==> config.mk <==
export PLATFORM = sky130hd
export DESIGN_NAME = instr_fetch_unit
export DESIGN_NICKNAME = d
export VERILOG_FILES = /design/src/rtl/instr_fetch_unit.sv
export SDC_FILE = /design/constraint.sdc
export NUM_CORES = 1
export LEC_CHECK = 0
export CAP_MARGIN = 20
export CORE_MARGIN = 2
export CORE_UTILIZATION = 53
export CTS_CLUSTER_SIZE = 10
export DETAILED_ROUTE_END_ITERATION = 7
export GPL_TIMING_DRIVEN = 0
export MAX_ROUTING_LAYER = met4
export PLACE_DENSITY = 0.86
export RECOVER_POWER = 25
export SKIP_LAST_GASP = 1
export SLEW_MARGIN = 20
export SYNTH_ARGS = -nofsm -noshare
export SYNTH_HDL_FRONTEND = slang
export SYNTH_SLANG_ARGS = --single-unit
==> constraint.sdc <==
create_clock -name clk -period 4.95 [get_ports clk]
set_clock_uncertainty 0.05 [all_clocks]
set_input_delay 0.495 -clock clk [delete_from_list [all_inputs] [get_ports clk]]
set_output_delay 0.495 -clock clk [all_outputs]
set_load 0.02 [all_outputs]
==> src/rtl/instr_fetch_unit.sv <==
`default_nettype none
// ============================================================================
// Module  : instr_fetch_unit
// Brief   : PC + req/ack instruction fetch with valid/ready output and
//           branch redirect that drops wrong-path words.
// Revision: 1.0
// ============================================================================
module instr_fetch_unit #(
    parameter logic [31:0] RESET_PC  = 32'h0000_0000,
    parameter logic [31:0] NOP_INSTR = 32'h0000_0013
) (
    input  logic        clk,
    input  logic        rst,
    output logic        imem_req,
    output logic [31:0] imem_addr,
    input  logic        imem_ack,
    input  logic [31:0] imem_rdata,
    output logic [31:0] instruction,
    output logic        inst_valid,
    input  logic        inst_ready,
    output logic [31:0] pc_out,
    input  logic        branch_taken,
    input  logic [31:0] branch_target
);

    typedef enum logic [1:0] {
        S_IDLE    = 2'd0,
        S_REQ     = 2'd1,
        S_HOLD    = 2'd2,
        S_DISCARD = 2'd3
    } state_t;

    state_t      r_state,  w_state_nxt;
    logic [31:0] r_pc,     w_pc_nxt;
    logic [31:0] r_addr,   w_addr_nxt;
    logic [31:0] r_instr,  w_instr_nxt;
    logic [31:0] r_pc_out, w_pc_out_nxt;
    logic        r_req,    w_req_nxt;
    logic        r_valid,  w_valid_nxt;

    logic [31:0] w_target;
    logic [31:0] w_pc_inc;

    assign w_target = branch_target & ~32'd3;
    assign w_pc_inc = r_pc + 32'd4;

    always_ff @(posedge clk) begin
        if (rst) begin
            r_state  <= S_IDLE;
            r_pc     <= RESET_PC;
            r_addr   <= RESET_PC;
            r_instr  <= NOP_INSTR;
            r_pc_out <= RESET_PC;
            r_req    <= 1'b0;
            r_valid  <= 1'b0;
        end else begin
            r_state  <= w_state_nxt;
            r_pc     <= w_pc_nxt;
            r_addr   <= w_addr_nxt;
            r_instr  <= w_instr_nxt;
            r_pc_out <= w_pc_out_nxt;
            r_req    <= w_req_nxt;
            r_valid  <= w_valid_nxt;
        end
    end

    always_comb begin
        w_state_nxt  = r_state;
        w_pc_nxt     = r_pc;
        w_addr_nxt   = r_addr;
        w_instr_nxt  = r_instr;
        w_pc_out_nxt = r_pc_out;
        w_req_nxt    = r_req;
        w_valid_nxt  = r_valid;

        case (r_state)
            S_IDLE: begin
                w_req_nxt   = 1'b1;
                w_addr_nxt  = r_pc;
                w_state_nxt = S_REQ;
            end
            S_REQ: begin
                if (branch_taken) begin
                    w_pc_nxt = w_target;
                    if (imem_ack) begin
                        w_addr_nxt  = w_target;
                        w_state_nxt = S_REQ;
                    end else begin
                        // Outstanding request cannot be withdrawn; drain it first.
                        w_state_nxt = S_DISCARD;
                    end
                end else if (imem_ack) begin
                    w_instr_nxt  = imem_rdata;
                    w_pc_out_nxt = r_pc;
                    w_valid_nxt  = 1'b1;
                    w_pc_nxt     = w_pc_inc;
                    w_req_nxt    = 1'b0;
                    w_state_nxt  = S_HOLD;
                end
            end
            S_HOLD: begin
                if (branch_taken) begin
                    w_pc_nxt    = w_target;
                    w_valid_nxt = 1'b0;
                    w_req_nxt   = 1'b1;
                    w_addr_nxt  = w_target;
                    w_state_nxt = S_REQ;
                end else if (inst_ready) begin
                    w_valid_nxt = 1'b0;
                    w_req_nxt   = 1'b1;
                    w_addr_nxt  = r_pc;
                    w_state_nxt = S_REQ;
                end
            end
            S_DISCARD: begin
                if (branch_taken) begin
                    w_pc_nxt = w_target;
                end
                if (imem_ack) begin
                    w_req_nxt   = 1'b1;
                    w_addr_nxt  = branch_taken ? w_target : r_pc;
                    w_state_nxt = S_REQ;
                end
            end
            default: begin
                w_state_nxt = S_IDLE;
                w_req_nxt   = 1'b0;
                w_valid_nxt = 1'b0;
            end
        endcase
    end

    assign imem_req    = r_req;
    assign imem_addr   = r_addr;
    assign instruction = r_instr;
    assign inst_valid  = r_valid;
    assign pc_out      = r_pc_out;

endmodule
`default_nettype wire
==> results of run 1 <==
-- cell families (layout without fill, tap and decap cells) --
| kind of cell | Yosys count | in the layout | synth area share, % |
|---|---|---|---|
| flops | 132 | 132 | 42.49 |
| mux | 37 | 37 | 6.036 |
| simple gates | 309 | 309 | 22.90 |
| buf+inv | 82 | 275 | 6.700 |
| fa+ha+maj | 1 | 1 | 0.2012 |
| compound gates | 209 | 209 | 21.53 |
| xor+xnor | 1 | 1 | 0.1409 |
-- state kept, by name (all words and copies together), names as in the netlist --
register and count:
imem_addr 32, imem_req 1, inst_valid 1, instruction 32, pc_out 32, r_pc 32
r_state 2
-- stage by stage --
stage                     total power, mW  instance area [um2]  util (%)  std cells  setup WS, ns
after detailed placement            1.688                 8035     70.37       1077         1.875
after global routing                2.949                 8577     75.12       1107         1.995
after floorplan                     1.462                 6218         -        771         2.965
final                               2.856                 8577     75.12       1107         2.196
after global placement              1.681                 8029     70.32       1077         1.967
after CTS                           2.857                 8577     75.12       1107         2.278
-- worst max-delay path: cells and delay by family --
kind	cells	cell delay, ns
AND/OR/NAND/NOR	1	0.08
AO/OA/AOI/OAI	3	1.01
buffers and inverters	3	1.43
-- routing by layer --
layer | track usage, % | share of wire, % | wire [um] | up-vias
met5 | - | 0 | 0 | -
met4 | 13.98 | 2.7 | 588 | 0
met3 | 8.261 | 11 | 2265 | 53
met2 | 53.69 | 45 | 9699 | 404
met1 | 45.09 | 41 | 8861 | 3128
li1 | - | - | - | 3124
-- cell usage after synthesis, types with 5 or more instances --
master,count
a31oi_1,5
nor2_1,67
inv_1,8
or3_1,5
dfxtp_1,132
nor3_1,11
and3_1,9
o21ai_0,24
nand4_1,12
buf_1,6
clkbuf_1,49
mux2i_1,33
a311oi_1,5
clkbuf_8,5
buf_2,8
o211ai_1,14
or4_1,6
nand2_1,153
nand3_1,13
a21oi_1,83
nor4_1,8
a211oi_1,40
-- power groups by stage --
stage | combinational, mW | sequential (mW) | clock, mW
finish | 0.500 | 1.17 | 1.19
global route | 0.534 | 1.18 | 1.24
CTS | 0.499 | 1.17 | 1.19
detailed placement | 0.496 | 1.19 | 0
global placement | 0.492 | 1.19 | 0
floorplan | 0.234 | 1.23 | 0
-- final cells by class --
type / instances / area, um2 / area share [%]
Timing Repair Buffer: 163 / 1632 / 19.02
Tap cell: 143 / 178.9 / 2.086
Buffer: 73 / 382.9 / 4.464
Clock buffer: 24 / 461.7 / 5.383
Sequential cell: 132 / 2643 / 30.81
Multi-Input combinational cell: 557 / 3166 / 36.91
Clock inverter: 6 / 80.08 / 0.9336
Inverter: 9 / 33.78 / 0.3939
-- path summary, 6_finish.rpt --
path	slack, ns	cells past startpoint	startpoint	end
min reg2reg	0.40	2	instruction[24]$_SDFFE_PP0P_	instruction[24]$_SDFFE_PP0P_
max reg2reg	2.25	7	r_state[0]$_SDFFE_PP0P_	r_pc[16]$_SDFFE_PP0P_
max	2.20	7	imem_ack	imem_addr[7]$_SDFFE_PP0P_
min	0.40	2	instruction[24]$_SDFFE_PP0P_	instruction[24]$_SDFFE_PP0P_
==> metrics.md, run 1 <==
| Metric | Value |
|---|---|
| Worst max-slew margin expressed relative to the limit | `29.66%` |
| Post-CTS clock slew at the launch and capture registers of the worst setup and hold paths | `0.06 ns` |
| Status | `finished, final reports clean` |
| Critical path peak fanout | `10` |
| Fraction of layout instances using a drive strength above 1 | `5.705%` |
| Switching Share | `27.16%` |
| Post-CTS resize count | `0` |
| Area grow syn2layout | `37.93%` |
| Overall track demand over capacity in global routing | `35.09%` |
| Fraction of synthesized cell area taken by the top area cell type | `42.49%` |
| Required time at the worst-slack endpoint | `5.23 ns` |
| CP most frequent cell | `clkbuf_1` |
| Cell chain of the critical path | `clkdlybuf4s50_1 -> clkbuf_1 -> o21ai_0 -> a21oi_1 -> clkbuf_1 -> nor2_1 -> a211oi_1` |
| Count of warnings emitted by yosys | `0` |
| Die Width | `112.3 um` |
| Setup bufs post-CTS | `0` |
| Leakage Power | `3.223 nW` |
| Number of enable-type register cells in the synthesized netlist | `0` |
| Antenna violations before repair | `0` |
| Number of maximum-capacitance violations | `0` |
| First drt pass iteration count | `5` |
| Dominant synthesized flop cell | `dfxtp_1` |
| Routed wirelength normalized by instance count | `19.34 um` |
| Total power density per cell area | `333.0 nW/um2` |
| Post-Syn Nets | `841` |
| Delay contributed by the slowest stage of the critical path | `0.60 ns` |
| Worst IR drop on VDD | `0.2601 mV` |
| Count of nets left with antenna violations after detail routing | `0` |
| Final-report hold violation count | `0` |
| Maximum number of pins on one net before global-route repair | `17` |
| Number of rows created at floorplan | `39` |
| I/O pin cnt | `167` |
| FF+latch count, synth | `132` |
| Total number of clock tree sinks | `132` |
| Total of hold buffers inserted after clock tree synthesis | `0` |
| Insertion delay of the later-clocked pin in the worst-skew pair | `0.43 ns` |
| Post-Synthesis Mean Instance Area | `8.065 um2` |
| Number of standard cells after synthesis | `771` |
| CP max stage cell | `a21oi_1` |
| Critical Path Sink Type | `flip-flop` |
| Sequential power share | `41.0%` |
| Longest Clk Path Bufs | `2` |
| Total internal power | `2.081 mW` |
| Fill cell total of the finished layout | `883` |
| Clock share of power | `41.5%` |
| Minimum clock period | `2.754 ns` |
| Leading cell type in the layout, fill and taps excluded | `nand2_1` |
| Unique masters post-synth | `66` |
| Count of buffers inserted at the top-level ports | `163` |
| Setup violators final | `0` |
| Clock Tree Root | `clkbuf_16` |
| Tightest hold margin | `0.3996 ns` |
| CTS tree | `done` |
| Nature of the critical path startpoint | `input port` |
| Critical path arrival | `3.04 ns` |
| Overflow after GRT | `0` |
| Initial Utilization | `54.46%` |
| HPWL after detailed placement | `15610 um` |
| Net switching power of the design | `775.7 uW` |
| Gpl congestion | `0.9783` |
| Setup repair after global routing missed its margin | `no` |
| Setup TNS after final layout | `0 ns` |
| Worst Max-Slew Pin Slew | `1.048 ns` |
| Synth area leaders | `dfxtp_1 (42%), nand2_1 (9.2%), a21oi_1 (6.7%)` |
| Wire length of the first global-routing pass | `33700 um` |
| Post-route fraction of the period consumed by the critical path | `55.65%` |
| Floorplan die height | `112.3 um` |
| Number of global-route vias before repair | `6422` |
| Max frequency | `363.1 MHz` |
| Max Slew Vio Count | `0` |
| Total clock buffers created by CTS | `17` |
| Largest area contributor in the netlist | `dfxtp_1` |
| Number of remaining DRC errors | `0` |
| Final wirelength | `21410 um` |
| Part of the power in combinational logic | `17.5%` |
| Post-detailed-route via-to-cell ratio | `6.061` |
| Net count, final | `1023` |
| Post-synthesis instance area | `6218 um2` |
| Detailed-route via count | `6709` |
| Commonest cells after routing, fill and taps aside | `nand2_1 (153), dfxtp_1 (132), clkdlybuf4s50_1 (106)` |
| H-Tree Depth | `4` |
| Seq/Total Area, Yosys | `42.49%` |
| Setup Crit Path Kind | `in -> reg` |
| Core region area | `11420 um2` |
| Fraction of registers with async set/reset | `0%` |
| # diodes | `0` |
| DRT iter0 DRCs | `657` |
| Floorplan die area | `12620 um2` |
| Hold Crit Class | `reg -> reg` |
Power figures use the tool's default switching activity.
==> run 2, diff against run 1 <==
--- a/config.mk
+++ b/config.mk
@@ -7,12 +7,12 @@
 export LEC_CHECK = 0
 export CAP_MARGIN = 20
 export CORE_MARGIN = 2
-export CORE_UTILIZATION = 53
+export CORE_UTILIZATION = 49
 export CTS_CLUSTER_SIZE = 10
 export DETAILED_ROUTE_END_ITERATION = 7
 export GPL_TIMING_DRIVEN = 0
 export MAX_ROUTING_LAYER = met4
-export PLACE_DENSITY = 0.86
+export PLACE_DENSITY = 0.81
 export RECOVER_POWER = 25
 export SKIP_LAST_GASP = 1
 export SLEW_MARGIN = 20
==> constraint.sdc (replaced) <==
create_clock -name clk -period 2.55 [get_ports clk]
set_clock_uncertainty 0.05 [all_clocks]
set_input_delay 0.255 -clock clk [delete_from_list [all_inputs] [get_ports clk]]
set_output_delay 0.255 -clock clk [all_outputs]
set_load 0.02 [all_outputs]
==> run 2 against run 1 <==
  * Setup slack lost 2.1 ns
  * Total power rose by 91%
  * Cell area is 0.34% higher
  * Combinational power increased by 94%
  * Non-clock buffer count is the same
  * Critical path depth down 2
  * Routed wire length decreased by 1.6%
  * First-iteration DRC count is 14% higher
  * Critical path type is now reg -> reg
  * Sequential share of layout area shrank 0.10 points
  * Final cell count grew 2.4%
  * Critical endpoint is now r_pc[28]$_SDFFE_PP0P_
==> metrics.md, run 2 (synthesized netlist as in run 1, its figures left out) <==
| Metric | Value |
|---|---|
| Overflow after GRT | `0 (unchanged)` |
| Post-detailed-route via-to-cell ratio | `5.815 (was 6.061)` |
| Critical Path Sink Type | `flip-flop (unchanged)` |
| Core region area | `12520 um2 (was 11420 um2)` |
| Setup bufs post-CTS | `0 (unchanged)` |
| Hold Crit Class | `in -> reg (was reg -> reg)` |
| R2R Path End | `r_pc[28]$_SDFFE_PP0P_ (was r_pc[16]$_SDFFE_PP0P_)` |
| Area grow syn2layout | `38.39% (was 37.93%)` |
| Multi-input logic area | `3169 um2 (was 3166 um2)` |
| Fraction of layout instances using a drive strength above 1 | `6.653% (was 5.705%)` |
| Nature of the critical path startpoint | `flip-flop (was input port)` |
| Initial Utilization | `49.68% (was 54.46%)` |
| Fill cell total of the finished layout | `1091 (was 883)` |
| Leakage Power | `3.216 nW (was 3.223 nW)` |
| Final wirelength | `21070 um (was 21410 um)` |
| Gpl congestion | `0.9864 (was 0.9783)` |
| Setup Crit Path Kind | `reg -> reg (was in -> reg)` |
| Setup repair after global routing missed its margin | `yes (was no)` |
| Overall track demand over capacity in global routing | `32.56% (was 35.09%)` |
| Setup violators final | `0 (unchanged)` |
| Worst Max-Slew Pin Slew | `1.080 ns (was 1.048 ns)` |
| Total of hold buffers inserted after clock tree synthesis | `0 (unchanged)` |
| Count of nets left with antenna violations after detail routing | `0 (unchanged)` |
| Post-CTS resize count | `0 (unchanged)` |
| Number of global-route vias before repair | `6127 (was 6422)` |
| Max frequency | `406.2 MHz` |
| # diodes | `0 (unchanged)` |
| Count of non-filler cells in the finished layout | `1134 (was 1107)` |
| DRT iter0 DRCs | `750 (was 657)` |
| Number of remaining DRC errors | `0 (unchanged)` |
| Post-CTS clock slew at the launch and capture registers of the worst setup and hold paths | `0.06 ns (about the same)` |
| Worst IR drop on VDD | `0.5191 mV (was 0.2601 mV)` |
| Net count, final | `1023 (unchanged)` |
| H-Tree Depth | `4 (unchanged)` |
| Post-place instance area | `8065 um2 (was 8035 um2)` |
| Worst max-slew margin expressed relative to the limit | `27.49% (was 29.66%)` |
| I/O pin cnt | `167 (unchanged)` |
| Logic depth of the worst register-to-register path | `5 (was 7)` |
| Setup TNS after final layout | `0 ns (unchanged)` |
| Maximum number of pins on one net before global-route repair | `17 (unchanged)` |
| Clock Tree Root | `clkbuf_16 (unchanged)` |
| Total power density per cell area | `634.5 nW/um2 (was 333.0 nW/um2)` |
| Number of maximum-capacitance violations | `0 (unchanged)` |
| Area taken by flip-flops and latches | `2643 um2 (unchanged)` |
| Floorplan die area | `13610 um2 (was 12620 um2)` |
| Detailed-route via count | `6594 (was 6709)` |
| Final-report hold violation count | `0 (unchanged)` |
| Count of buffers inserted at the top-level ports | `163 (unchanged)` |
| Commonest cells after routing, fill and taps aside | `nand2_1 (153), dfxtp_1 (132), clkdlybuf4s50_1 (107) (was nand2_1 (153), dfxtp_1 (132), clkdlybuf4s50_1 (106))` |
| Cell count after placement | `1106 (was 1077)` |
| Post-route cell area | `8606 um2 (was 8577 um2)` |
| Total clock buffers created by CTS | `17 (unchanged)` |
| Floorplan die height | `116.7 um (was 112.3 um)` |
| First drt pass iteration count | `5 (unchanged)` |
| Max Slew Vio Count | `0 (unchanged)` |
| Wire length of the first global-routing pass | `32750 um (was 33700 um)` |
| Status | `finished, final reports clean (unchanged)` |
| End of the worst hold path | `instruction[8]$_SDFFE_PP0P_ (was instruction[24]$_SDFFE_PP0P_)` |
| Post-route fraction of the period consumed by the critical path | `96.54%` |
| HPWL after detailed placement | `15160 um (was 15610 um)` |
| CP max stage cell | `or4_1 (was a21oi_1)` |
| Insertion delay of the later-clocked pin in the worst-skew pair | `0.42 ns (was 0.43 ns)` |
| CTS tree | `done (unchanged)` |
| Routed wirelength normalized by instance count | `18.58 um (was 19.34 um)` |
| Die Width | `116.7 um (was 112.3 um)` |
| Antenna violations before repair | `0 (unchanged)` |
| Delay contributed by the slowest stage of the critical path | `0.58 ns (was 0.60 ns)` |
| Cell depth of the worst min-delay path | `3 (was 2)` |
| Cell chain of the critical path | `ha_1 -> nand4b_1 -> or4_1 -> o311ai_0 -> o211ai_1 (was clkdlybuf4s50_1 -> clkbuf_1 -> o21ai_0 -> a21oi_1 -> clkbuf_1 -> nor2_1 -> a211oi_1)` |
| Critical path peak fanout | `6 (was 10)` |
| Critical path arrival | `2.70 ns (was 3.04 ns)` |
| Reg-to-reg critical path startpoint | `r_pc[3]$_SDFFE_PP0P_ (was r_state[0]$_SDFFE_PP0P_)` |
| Worst min-delay path startpoint | `imem_rdata[8] (was instruction[24]$_SDFFE_PP0P_)` |
| Total number of clock tree sinks | `132 (unchanged)` |
| Longest Clk Path Bufs | `2 (unchanged)` |
| Leading cell type in the layout, fill and taps excluded | `nand2_1 (unchanged)` |
| Worst reg-to-reg setup slack | `0.09 ns (was 2.25 ns)` |
| Tightest hold margin | `0.3304 ns (was 0.3996 ns)` |
| Required time at the worst-slack endpoint | `2.79 ns (was 5.23 ns)` |
| Minimum clock period | `2.462 ns` |
| Number of rows created at floorplan | `41 (was 39)` |
run 2: cell count changes in the layout (fill, tap and decap cells not counted), sizes merged:
| cell | change |
|---|---|
| clkdlybuf4s50 | +1 |
| clkinvlp | +1 |
| dlygate4sd3 | -1 |
| clkbuf | +3 |
| buf | -5 |
| bufinv | -1 |
run 2: routing by layer:
| metal | part of all wire, % | global-route usage [%] |
|---|---|---|
| met1 | 43 | 43.52 |
| met3 | 10 | 7.421 |
| met4 | 2.0 | 12.71 |
| met2 | 45 | 48.02 |
| met5 | 0 | - |
run 2: power breakdown:
part	switching, mW	total [mW]	internal, mW
Sequential	0.0912	2.27	2.18
Clock	0.859	2.22	1.36
Combinational	0.555	0.969	0.414
run 2: worst max-delay path by stage:
stage / startpoint / end / slack [ns] / depth (start not counted)
6_report: r_pc[3]$_SDFFE_PP0P_ / r_pc[28]$_SDFFE_PP0P_ / 0.09 / 5
5_1_grt: r_state[0]$_SDFFE_PP0P_ / r_pc[16]$_SDFFE_PP0P_ / -0.02 / 7
4_1_cts: r_state[1]$_SDFFE_PP0P_ / r_pc[16]$_SDFFE_PP0P_ / 0.02 / 7
3_5_place_dp: imem_ack / imem_addr[9]$_SDFFE_PP0P_ / -0.24 / 7
3_3_place_gp: imem_ack / imem_addr[6]$_SDFFE_PP0P_ / -0.22 / 7
2_1_floorplan: r_pc[10]$_SDFFE_PP0P_ / r_pc[29]$_SDFFE_PP0P_ / 0.61 / 5
run 2: stage by stage:
| stage | power, mW | setup WS, ns | utilization [%] |
|---|---|---|---|
| after floorplan | 2.838 | 0.6056 | - |
| after global placement | 3.267 | -0.2152 | 64.43 |
| after detailed placement | 3.276 | -0.2406 | 64.43 |
| after CTS | 5.464 | 0.01717 | 68.60 |
| after global routing | 5.636 | -0.02224 | 68.75 |
| final | 5.460 | 0.08836 | 68.75 |
run 2: worst max-delay path, delay by kind of cell, from the launching register on:
family	cells	cell delay (ns)
flip-flops	1	0.51
AND/OR/NAND/NOR	2	0.90
AO/OA/AOI/OAI	2	0.51
adder cells (fa/ha/maj)	1	0.35
run 2: area by class of cell:
cell class	count	share of cell area, %
multi-input combinational	557	36.83
sequential	132	30.71
timing repair buffer	163	18.96
clock buffer	22	5.394
buffer	73	4.551
tap	172	2.501
clock inverter	6	0.6688
inverter	9	0.3926
